`src/rtl/frame_window_reader.sv`:
```
// Raster-to-frame-RAM reader: windowed 1x/2x/4x upscale with RGB332 colour mapping.
// Address, RAM data and window flag are kept aligned through RAM_LAT.
module frame_window_reader #(
   parameter int H_ACTIVE  = 640,
   parameter int V_ACTIVE  = 480,
   parameter int V_TOTAL   = 525,
   parameter int IMG_W     = 160,
   parameter int IMG_H     = 120,
   parameter int ADDR_BITS = 15,
   parameter int RAM_LAT   = 1
) (
   input  logic                 dclk,
   input  logic                 rst,
   input  logic [9:0]           h,
   input  logic [9:0]           v,
   input  logic [1:0]           scale,
   input  logic [9:0]           x_off,
   input  logic [9:0]           y_off,
   input  logic [1:0]           mode,
   output logic [ADDR_BITS-1:0] addr_r,
   input  logic [7:0]           ram_data,
   output logic [2:0]           red,
   output logic [2:0]           green,
   output logic [1:0]           blue,
   output logic                 pix_valid
);

   localparam int CW = $clog2(IMG_W + 1);
   localparam int RW = $clog2(IMG_H + 1);
   localparam logic [9:0] HA  = 10'(H_ACTIVE);
   localparam logic [9:0] VA  = 10'(V_ACTIVE);
   localparam logic [9:0] VT1 = 10'(V_TOTAL - 1);
   localparam logic [CW-1:0] COL_LAST = CW'(IMG_W - 1);
   localparam logic [RW-1:0] ROW_LAST = RW'(IMG_H - 1);
   localparam logic [ADDR_BITS-1:0] W_STEP = ADDR_BITS'(IMG_W);

   logic [1:0]           r_scale_sh;
   logic [9:0]           r_xoff_sh;
   logic [9:0]           r_yoff_sh;
   logic [1:0]           r_mode_sh;
   logic                 r_in_y;
   logic [1:0]           r_vrep;
   logic [RW-1:0]        r_row;
   logic [ADDR_BITS-1:0] r_row_base;
   logic                 r_in_x;
   logic [1:0]           r_hrep;
   logic [CW-1:0]        r_col;
   logic [RAM_LAT:0]     r_win_sr;

   logic [1:0]           w_smax;
   logic [9:0]           w_nv;
   logic                 w_inx_nx;
   logic [1:0]           w_hrep_nx;
   logic [CW-1:0]        w_col_nx;
   logic                 w_win;
   logic [ADDR_BITS-1:0] w_addr_nx;
   logic [7:0]           w_d;
   logic [7:0]           w_rgb;

   always_comb begin
      case (r_scale_sh)
         2'd0:    w_smax = 2'd0;
         2'd1:    w_smax = 2'd1;
         default: w_smax = 2'd3;
      endcase
   end

   assign w_nv = (v == VT1) ? 10'd0 : v + 10'd1;

   // Next horizontal state describes the pixel at the current h,
   // so the address can be registered one cycle after h.
   always_comb begin
      w_inx_nx  = 1'b0;
      w_col_nx  = r_col;
      w_hrep_nx = r_hrep;
      if (h == HA) begin
         w_inx_nx = 1'b0;
      end else if (h == r_xoff_sh && r_in_y && h < HA) begin
         w_inx_nx  = 1'b1;
         w_col_nx  = '0;
         w_hrep_nx = 2'd0;
      end else if (r_in_x) begin
         if (r_hrep == w_smax) begin
            w_hrep_nx = 2'd0;
            w_col_nx  = r_col + 1'b1;
            w_inx_nx  = (r_col != COL_LAST);
         end else begin
            w_hrep_nx = r_hrep + 2'd1;
            w_inx_nx  = 1'b1;
         end
      end
   end

   assign w_win     = w_inx_nx & r_in_y;
   assign w_addr_nx = r_row_base + ADDR_BITS'(w_col_nx);

   assign w_d = (r_mode_sh == 2'd2) ? ~ram_data : ram_data;

   always_comb begin
      case (r_mode_sh)
         2'd1:    w_rgb = w_d;
         2'd3:    w_rgb = w_d[7] ? 8'hFF : 8'h00;
         default: w_rgb = {w_d[7:5], w_d[7:5], w_d[7:6]};
      endcase
   end

   always_ff @(posedge dclk) begin
      if (rst) begin
         r_scale_sh <= 2'd0;
         r_xoff_sh  <= 10'd0;
         r_yoff_sh  <= 10'd0;
         r_mode_sh  <= 2'd0;
         r_in_y     <= 1'b0;
         r_vrep     <= 2'd0;
         r_row      <= '0;
         r_row_base <= '0;
         r_in_x     <= 1'b0;
         r_hrep     <= 2'd0;
         r_col      <= '0;
         r_win_sr   <= '0;
         addr_r     <= '0;
         red        <= 3'd0;
         green      <= 3'd0;
         blue       <= 2'd0;
         pix_valid  <= 1'b0;
      end else begin
         if (v == VA && h == 10'd0) begin
            r_scale_sh <= scale;
            r_xoff_sh  <= x_off;
            r_yoff_sh  <= y_off;
            r_mode_sh  <= mode;
         end
         r_in_x <= w_inx_nx;
         r_col  <= w_col_nx;
         r_hrep <= w_hrep_nx;
         if (w_win)
            addr_r <= w_addr_nx;
         // Vertical state is prepared for the line that follows.
         if (h == HA) begin
            if (w_nv >= VA) begin
               r_in_y <= 1'b0;
            end else if (w_nv == r_yoff_sh) begin
               r_in_y     <= 1'b1;
               r_row      <= '0;
               r_vrep     <= 2'd0;
               r_row_base <= '0;
            end else if (r_in_y) begin
               if (r_vrep == w_smax) begin
                  r_vrep     <= 2'd0;
                  r_row      <= r_row + 1'b1;
                  r_row_base <= r_row_base + W_STEP;
                  if (r_row == ROW_LAST)
                     r_in_y <= 1'b0;
               end else begin
                  r_vrep <= r_vrep + 2'd1;
               end
            end
         end
         r_win_sr <= {r_win_sr[RAM_LAT-1:0], w_win};
         if (r_win_sr[RAM_LAT]) begin
            red       <= w_rgb[7:5];
            green     <= w_rgb[4:2];
            blue      <= w_rgb[1:0];
            pix_valid <= 1'b1;
         end else begin
            red       <= 3'd0;
            green     <= 3'd0;
            blue      <= 2'd0;
            pix_valid <= 1'b0;
         end
      end
   end

endmodule

```
`config.mk`:
```
export PLATFORM = sky130hd
export DESIGN_NAME = frame_window_reader
export DESIGN_NICKNAME = d
export VERILOG_FILES = /design/src/rtl/frame_window_reader.sv
export SDC_FILE = /design/constraint.sdc
export NUM_CORES = 1
export LEC_CHECK = 0
export CAP_MARGIN = 20
export CORE_ASPECT_RATIO = 2
export CORE_MARGIN = 5
export CORE_UTILIZATION = 25
export DETAILED_ROUTE_END_ITERATION = 7
export GPL_TIMING_DRIVEN = 0
export PLACE_DENSITY = 0.4
export SLEW_MARGIN = 20
export SYNTH_ARGS = -nofsm -noshare
export SYNTH_HDL_FRONTEND = slang
export SYNTH_SLANG_ARGS = --single-unit
```
`constraint.sdc`:
```
create_clock -name dclk -period 5 [get_ports dclk]
set_input_delay 1.25 -clock dclk [delete_from_list [all_inputs] [get_ports dclk]]
set_output_delay 1.25 -clock dclk [all_outputs]
set_load 0.05 [all_outputs]
```
==> results.toml, run 1 <==
[clocking]
cts.sinks = 81
holdBufCountCts = 0
clk_path_buf_depth = 2
htreeDepth = 3
clk_latency_ps = 350
cts_tree = "yes"
root_buffer = "clkbuf_16"
cts-buffers-inserted = 9
path_clk_slew_ps = 60

[power]
internal_power_mw = 1.17
p_seq_frac = 0.432
p_sw_mw = 0.345
combPwrFrac = 0.078
peakVddDrop_uv = 161
netSwitchingFraction = 0.228
pwr-share-clk = 0.490
p_leak_nw = 2.27
power_density_nw_per_um2 = 258

[grt]
grt_pass1_wl_um = 22200
antenna_found_initial = 0
grt.overflow.total = 0
grt_max_degree = 13
grt_pass1_vias = 4264
grt.total_usage = 0.133

[min_path]
worst_hold_path_type = "reg -> reg"
hold_depth = 1

[sta]
setup_viol = 0
final-max-slew-violation-count = 0
period_share = 0.911
relSlewSlack = 0.446
final.setup.tns_ps = 0
worst-slew-pin-transition_ps = 832
period_minus_slack_ps = 4550
clock_skew_ps = 8.35
fmax_ghz = 0.220
fin_ws_ps = 446
finalHoldViolations = 0
rsz0062_at_grt = "no"
whs_ps = 438

[route]
detail-route-antenna-nets = 0
dr.pass1.iters = 4
drt-vias-per-instance = 4.99
first_iter_violations = 115
drc = 0
finalWirelength_um = 13900
via_count = 4215
wl_per_cell_um = 16.5

[place]
dp_hpwl_um = 10900
gp_congestion = 0.826
io_buffers = 71
dp_cells = 827
place_ws_ps = -146

[cells_and_area]
area_growth_pct = 29.0
layout.cells.non_filler = 844
drive_gt1_frac = 0.0681
final_cell_mix = "nor2_1 (83), dfxtp_1 (81), clkdlybuf4s50_1 (71)"
seq_area_um2 = 1620
fill_cells = 1860
fin_nets = 691
antenna_cells = 0
multi_input_area_um2 = 2760
layout_commonest_cell = "nor2_1"

[floorplanning]
initial_core_util = 0.254
die-area_um2 = 21100
die_x_um = 105
num_rows = 69
core_um2 = 17900
io_pins = 78
dieHeight_um = 201

[synth]
seq_area_frac_synth = 0.357
syn_avg_cell_area_um2 = 8.37
syn_area_um2 = 4540
async_flop_share = 0
syn_nets = 606
synth_cells = 543
synth-seq-cells = 81
synth.area.top_cells = "dfxtp_1 (36%), mux2i_1 (7.0%), nor2_1 (6.9%)"
yosysUniqueCellTypes = 62
ys.flop_type = "dfxtp_1"
synth_top_area_frac = 0.357
synth_edf_count = 0
synth_warnings = 0
yosys.area.top_type = "dfxtp_1"

[worst_setup_path]
endpoint_kind = "flop"
startpoint_type = "primary input"
worstSetupPathType = "in -> reg"
critPathTopFamily = "simple AND/OR/NAND/NOR gates"
cpMostUsedCell = "nor2_1"
arrival_ps = 4810
max_stage_delay_ps = 730
cp_num_buf_inv = 2
critPathRequiredTime_ps = 5260
crit_path_max_fanout = 10
worstSetupPathDepth = 12
critical_path.slowest_cell = "nor4_2"
crit_path_cell_trace = "clkdlybuf4s50_1, nor4bb_1, a21oi_1, nor4_2, clkbuf_1, nor2_1, ha_1, nor3_1, nor2_1, o2111ai_2, or3_1, a311oi_2"
rr_worst_depth = 11

[run]
cap_violations = 0

[outcome]
status = "complete, no violations"
[flip-flops by register name (all words and copies together), names as in the netlist, 3 cells and up]
signal / cells
addr_r: 15
green: 3
r_col: 8
r_row: 7
r_row_base: 10
r_xoff_sh: 10
r_yoff_sh: 10
red: 3
[cells by family after synthesis]
family          synth area share
simple gates               0.276
compound gates             0.159
flops                      0.357
buf+inv                   0.0358
xor+xnor                  0.0760
mux                       0.0705
fa+ha+maj                 0.0248
other cells             0.000825
[synthesized netlist by cell type (8+ instances only)]
cell type,n
nor2_1,83
dfxtp_1,81
o21ai_0,37
a21oi_1,35
mux2i_1,32
nand2_1,23
clkbuf_1,21
xnor2_1,21
nand3_1,19
nor3_1,16
xor2_1,13
nand4_1,11
buf_2,10
nand3b_1,10
nor2b_1,10
a211oi_1,9
ha_1,9
nor3b_1,8
or3_1,8
[power by group through the flow]
stage,logic [mW],clock network (mW),registers (mW)
floorplan,0.0557,0,0.666
global placement,0.118,0,0.668
detailed placement,0.119,0,0.668
CTS,0.119,0.755,0.653
global route,0.128,0.781,0.654
finish,0.117,0.741,0.653
[stage by stage]
| step | utilization | total power [mW] | cell area [um2] |
|---|---|---|---|
| finish | 0.328 | 1.51 | 5860 |
| global route | 0.328 | 1.56 | 5860 |
| CTS | 0.327 | 1.53 | 5840 |
| detailed placement | 0.309 | 0.787 | 5520 |
| global placement | 0.309 | 0.786 | 5520 |
| floorplan | - | 0.721 | 4540 |
[final cells by class]
type,instances,share of cell area
inverters,7,0.00448
clock buffers,11,0.0431
plain buffers,33,0.0233
well taps,213,0.0455
multi-input cells,422,0.471
repair buffers,74,0.125
clock inverters,3,0.0111
flip-flops and latches,81,0.277
[worst reg2reg max path, stage by stage (launching register included)]
cell	delay, ps
dfxtp_1	310
clkbuf_1	380
nand3_1	150
nor4_2	730
clkbuf_1	410
nor2_1	110
ha_1	340
nor3_1	60
nor2_1	220
o2111ai_2	190
or3_1	350
a311oi_2	220
[routing by layer]
layer  up-vias  part of all wire  track usage
met5         -                 0            0
met4         0             0.025       0.0577
met3        22             0.027       0.0209
met2        80              0.58        0.264
met1      2001              0.37        0.133
li1       2112                 -            -
[final timing paths]
| path | from | slack, ps | to |
|---|---|---|---|
| worst max-delay path | h[9] | 450 | addr_r[14]$_SDFFE_PP0P_ |
| worst min-delay path | r_win_sr[0]$_SDFF_PP0_ | 440 | r_win_sr[1]$_SDFF_PP0_ |
| worst max register to register | r_in_y$_SDFFE_PP0P_ | 1450 | addr_r[14]$_SDFFE_PP0P_ |
| worst min register to register | r_win_sr[0]$_SDFF_PP0_ | 440 | r_win_sr[1]$_SDFF_PP0_ |
[what timing repair did]
item                                    4_1_cts  5_1_grt
gates resized for setup                       0        0
endpoints found under the setup margin        0        2
buffers inserted                              0        3
Note: power is estimated with default switching activity, not from simulation.
==> run 2: changes to the inputs <==
--- a/config.mk
+++ b/config.mk
@@ -8,10 +8,10 @@
 export CAP_MARGIN = 20
 export CORE_ASPECT_RATIO = 2
 export CORE_MARGIN = 5
-export CORE_UTILIZATION = 25
+export CORE_UTILIZATION = 50
 export DETAILED_ROUTE_END_ITERATION = 7
 export GPL_TIMING_DRIVEN = 0
-export PLACE_DENSITY = 0.4
+export PLACE_DENSITY = 0.72
 export SLEW_MARGIN = 20
 export SYNTH_ARGS = -nofsm -noshare
 export SYNTH_HDL_FRONTEND = slang
==> run 2 against run 1 <==
Compared with the run above:
- die area decreased by 47%
- utilization up 31 points
- sequential share of layout area grew 0.69 points
==> results.toml, run 2 (synthesis gave the netlist of run 1 again) <==
[grt]
antenna_found_initial = 0
grt_max_degree = 14
grt_pass1_wl_um = 19800
grt.total_usage = 0.217
grt.overflow.total = 0
grt_pass1_vias = 4293

[power]
p_leak_nw = 2.26
peakVddDrop_uv = 200
netSwitchingFraction = 0.216
p_sw_mw = 0.329
power_density_nw_per_um2 = 267
internal_power_mw = 1.20
combPwrFrac = 0.076
pwr-share-clk = 0.496
p_seq_frac = 0.429

[sta]
finalHoldViolations = 0
worst-slew-pin-transition_ps = 805
rsz0062_at_grt = "no"
relSlewSlack = 0.463
fmax_ghz = 0.219
period_minus_slack_ps = 4560
clock_skew_ps = 6.98
period_share = 0.911
setup_viol = 0
final-max-slew-violation-count = 0
final.setup.tns_ps = 0

[floorplanning]
initial_core_util = 0.508
die_x_um = 77.4
io_pins = 78
dieHeight_um = 145
core_um2 = 8950
num_rows = 49
die-area_um2 = 11200

[clocking]
root_buffer = "clkbuf_16"
htreeDepth = 3
cts_resized = 0
cts.sinks = 81
holdBufCountCts = 0
cts_tree = "yes"
clk_path_buf_depth = 2
clk_latency_ps = 350
path_clk_slew_ps = 60
post_cts_buffers = 0
cts-buffers-inserted = 9

[worst_setup_path]
cpMostUsedCell = "nor2_1"
startpoint_type = "primary input"
cp-startpoint = "h[6]"
worstSetupPathType = "in -> reg"
crit_path_cell_trace = "clkdlybuf4s50_1, nor4_1, nand4_1, nand2_1, nor2_1, nand3_1, nor2_1, xnor2_1, nor2_1, ha_1, nor2_1, nor2_1, o2111ai_2, or3_1, a311oi_2"
reg2reg_slack_ps = 1570
arrival_ps = 4820
max_stage_delay_ps = 470
crit_path_max_fanout = 7
r2r-start = "r_in_y$_SDFFE_PP0P_"
critPathRequiredTime_ps = 5260
rr_worst_depth = 11
rr_endpoint = "addr_r[14]$_SDFFE_PP0P_"
critical_path.slowest_cell = "nor4_1"
critPathCapture = "addr_r[14]$_SDFFE_PP0P_"
endpoint_kind = "flop"

[run]
cap_violations = 0

[route]
finalWirelength_um = 12000
detail-route-antenna-nets = 0
dr.pass1.iters = 5
wl_per_cell_um = 16.4
drt-vias-per-instance = 5.89
first_iter_violations = 316
via_count = 4315
drc = 0

[cells_and_area]
antenna_cells = 0
seq_area_um2 = 1620
area_growth_pct = 25.9
top_register = "addr_r"
layout_commonest_cell = "nor2_1"
layout.cells.non_filler = 732
drive_gt1_frac = 0.0635
fill_cells = 774
largest_register_ffs = 15
multi_input_area_um2 = 2760
fin_nets = 688
final_cell_mix = "nor2_1 (83), dfxtp_1 (81), clkdlybuf4s50_1 (71)"

[place]
dp_cells = 716
io_buffers = 71
gp_congestion = 0.889
dp_hpwl_um = 9140

[min_path]
worst_hold_path_type = "reg -> reg"

[outcome]
status = "complete, no violations"
-- run 2: cell count changes in the layout (fill, tap and decap cells not counted) --
cell and change:
buf_4 -3, bufinv_16 +1, clkbuf_1 +2, clkinv_4 +1, clkbuf_8 -2
-- run 2: final cells by class --
type / instances / share of cell area
sequential: 81 / 0.284
multi-input combinational: 422 / 0.483
timing repair buffer: 71 / 0.124
inverter: 7 / 0.00459
clock buffer: 11 / 0.0407
tap: 102 / 0.0223
clock inverter: 5 / 0.0182
buffer: 33 / 0.0238
-- run 2: how the worst min path moves through the flow --
stage	cells past startpoint	slack, ps	from	to
final	2	470	addr_r[6]$_SDFFE_PP0P_	addr_r[6]$_SDFFE_PP0P_
after global routing	1	480	r_win_sr[0]$_SDFF_PP0_	r_win_sr[1]$_SDFF_PP0_
after CTS	2	470	addr_r[6]$_SDFFE_PP0P_	addr_r[6]$_SDFFE_PP0P_
after detailed placement	2	460	addr_r[6]$_SDFFE_PP0P_	addr_r[6]$_SDFFE_PP0P_
after global placement	2	460	addr_r[6]$_SDFFE_PP0P_	addr_r[6]$_SDFFE_PP0P_
after floorplan	1	410	r_win_sr[0]$_SDFF_PP0_	r_win_sr[1]$_SDFF_PP0_
-- run 2: routing by layer --
layer,vias to the layer above,share of wire,GRT usage
met5,-,0,0
met4,0,0.024,0.102
met3,24,0.040,0.0328
met2,127,0.57,0.417
met1,2047,0.37,0.226
li1,2117,-,-
-- run 2: worst max-delay path, delay by kind of cell --
kind / cells / cell delay [ps]
AOI/OAI and AO/OA: 2 / 410
adders and majority gates: 1 / 350
and+or+nand+nor: 10 / 2150
buffers and inverters: 1 / 430
xor gates and xnor gates: 1 / 210
-- run 2: stage by stage --
| stage | total power [mW] | cell area, um2 | utilization | hold WS (ps) | setup WS (ps) |
|---|---|---|---|---|---|
| CTS | 1.54 | 5720 | 0.639 | 473 | 418 |
| global placement | 0.779 | 5380 | 0.601 | 459 | 212 |
| global route | 1.57 | 5720 | 0.639 | 479 | 143 |
| detailed placement | 0.782 | 5380 | 0.601 | 464 | 63.7 |
| finish | 1.52 | 5720 | 0.639 | 468 | 443 |
| floorplan | 0.721 | 4540 | - | 414 | 1220 |
-- run 2: power by group through the flow --
stage / Clock (mW) / Combinational (mW) / Sequential [mW]
floorplan: 0 / 0.0557 / 0.666
global placement: 0 / 0.112 / 0.667
detailed placement: 0 / 0.114 / 0.668
CTS: 0.769 / 0.115 / 0.653
global route: 0.792 / 0.124 / 0.653
finish: 0.756 / 0.115 / 0.653
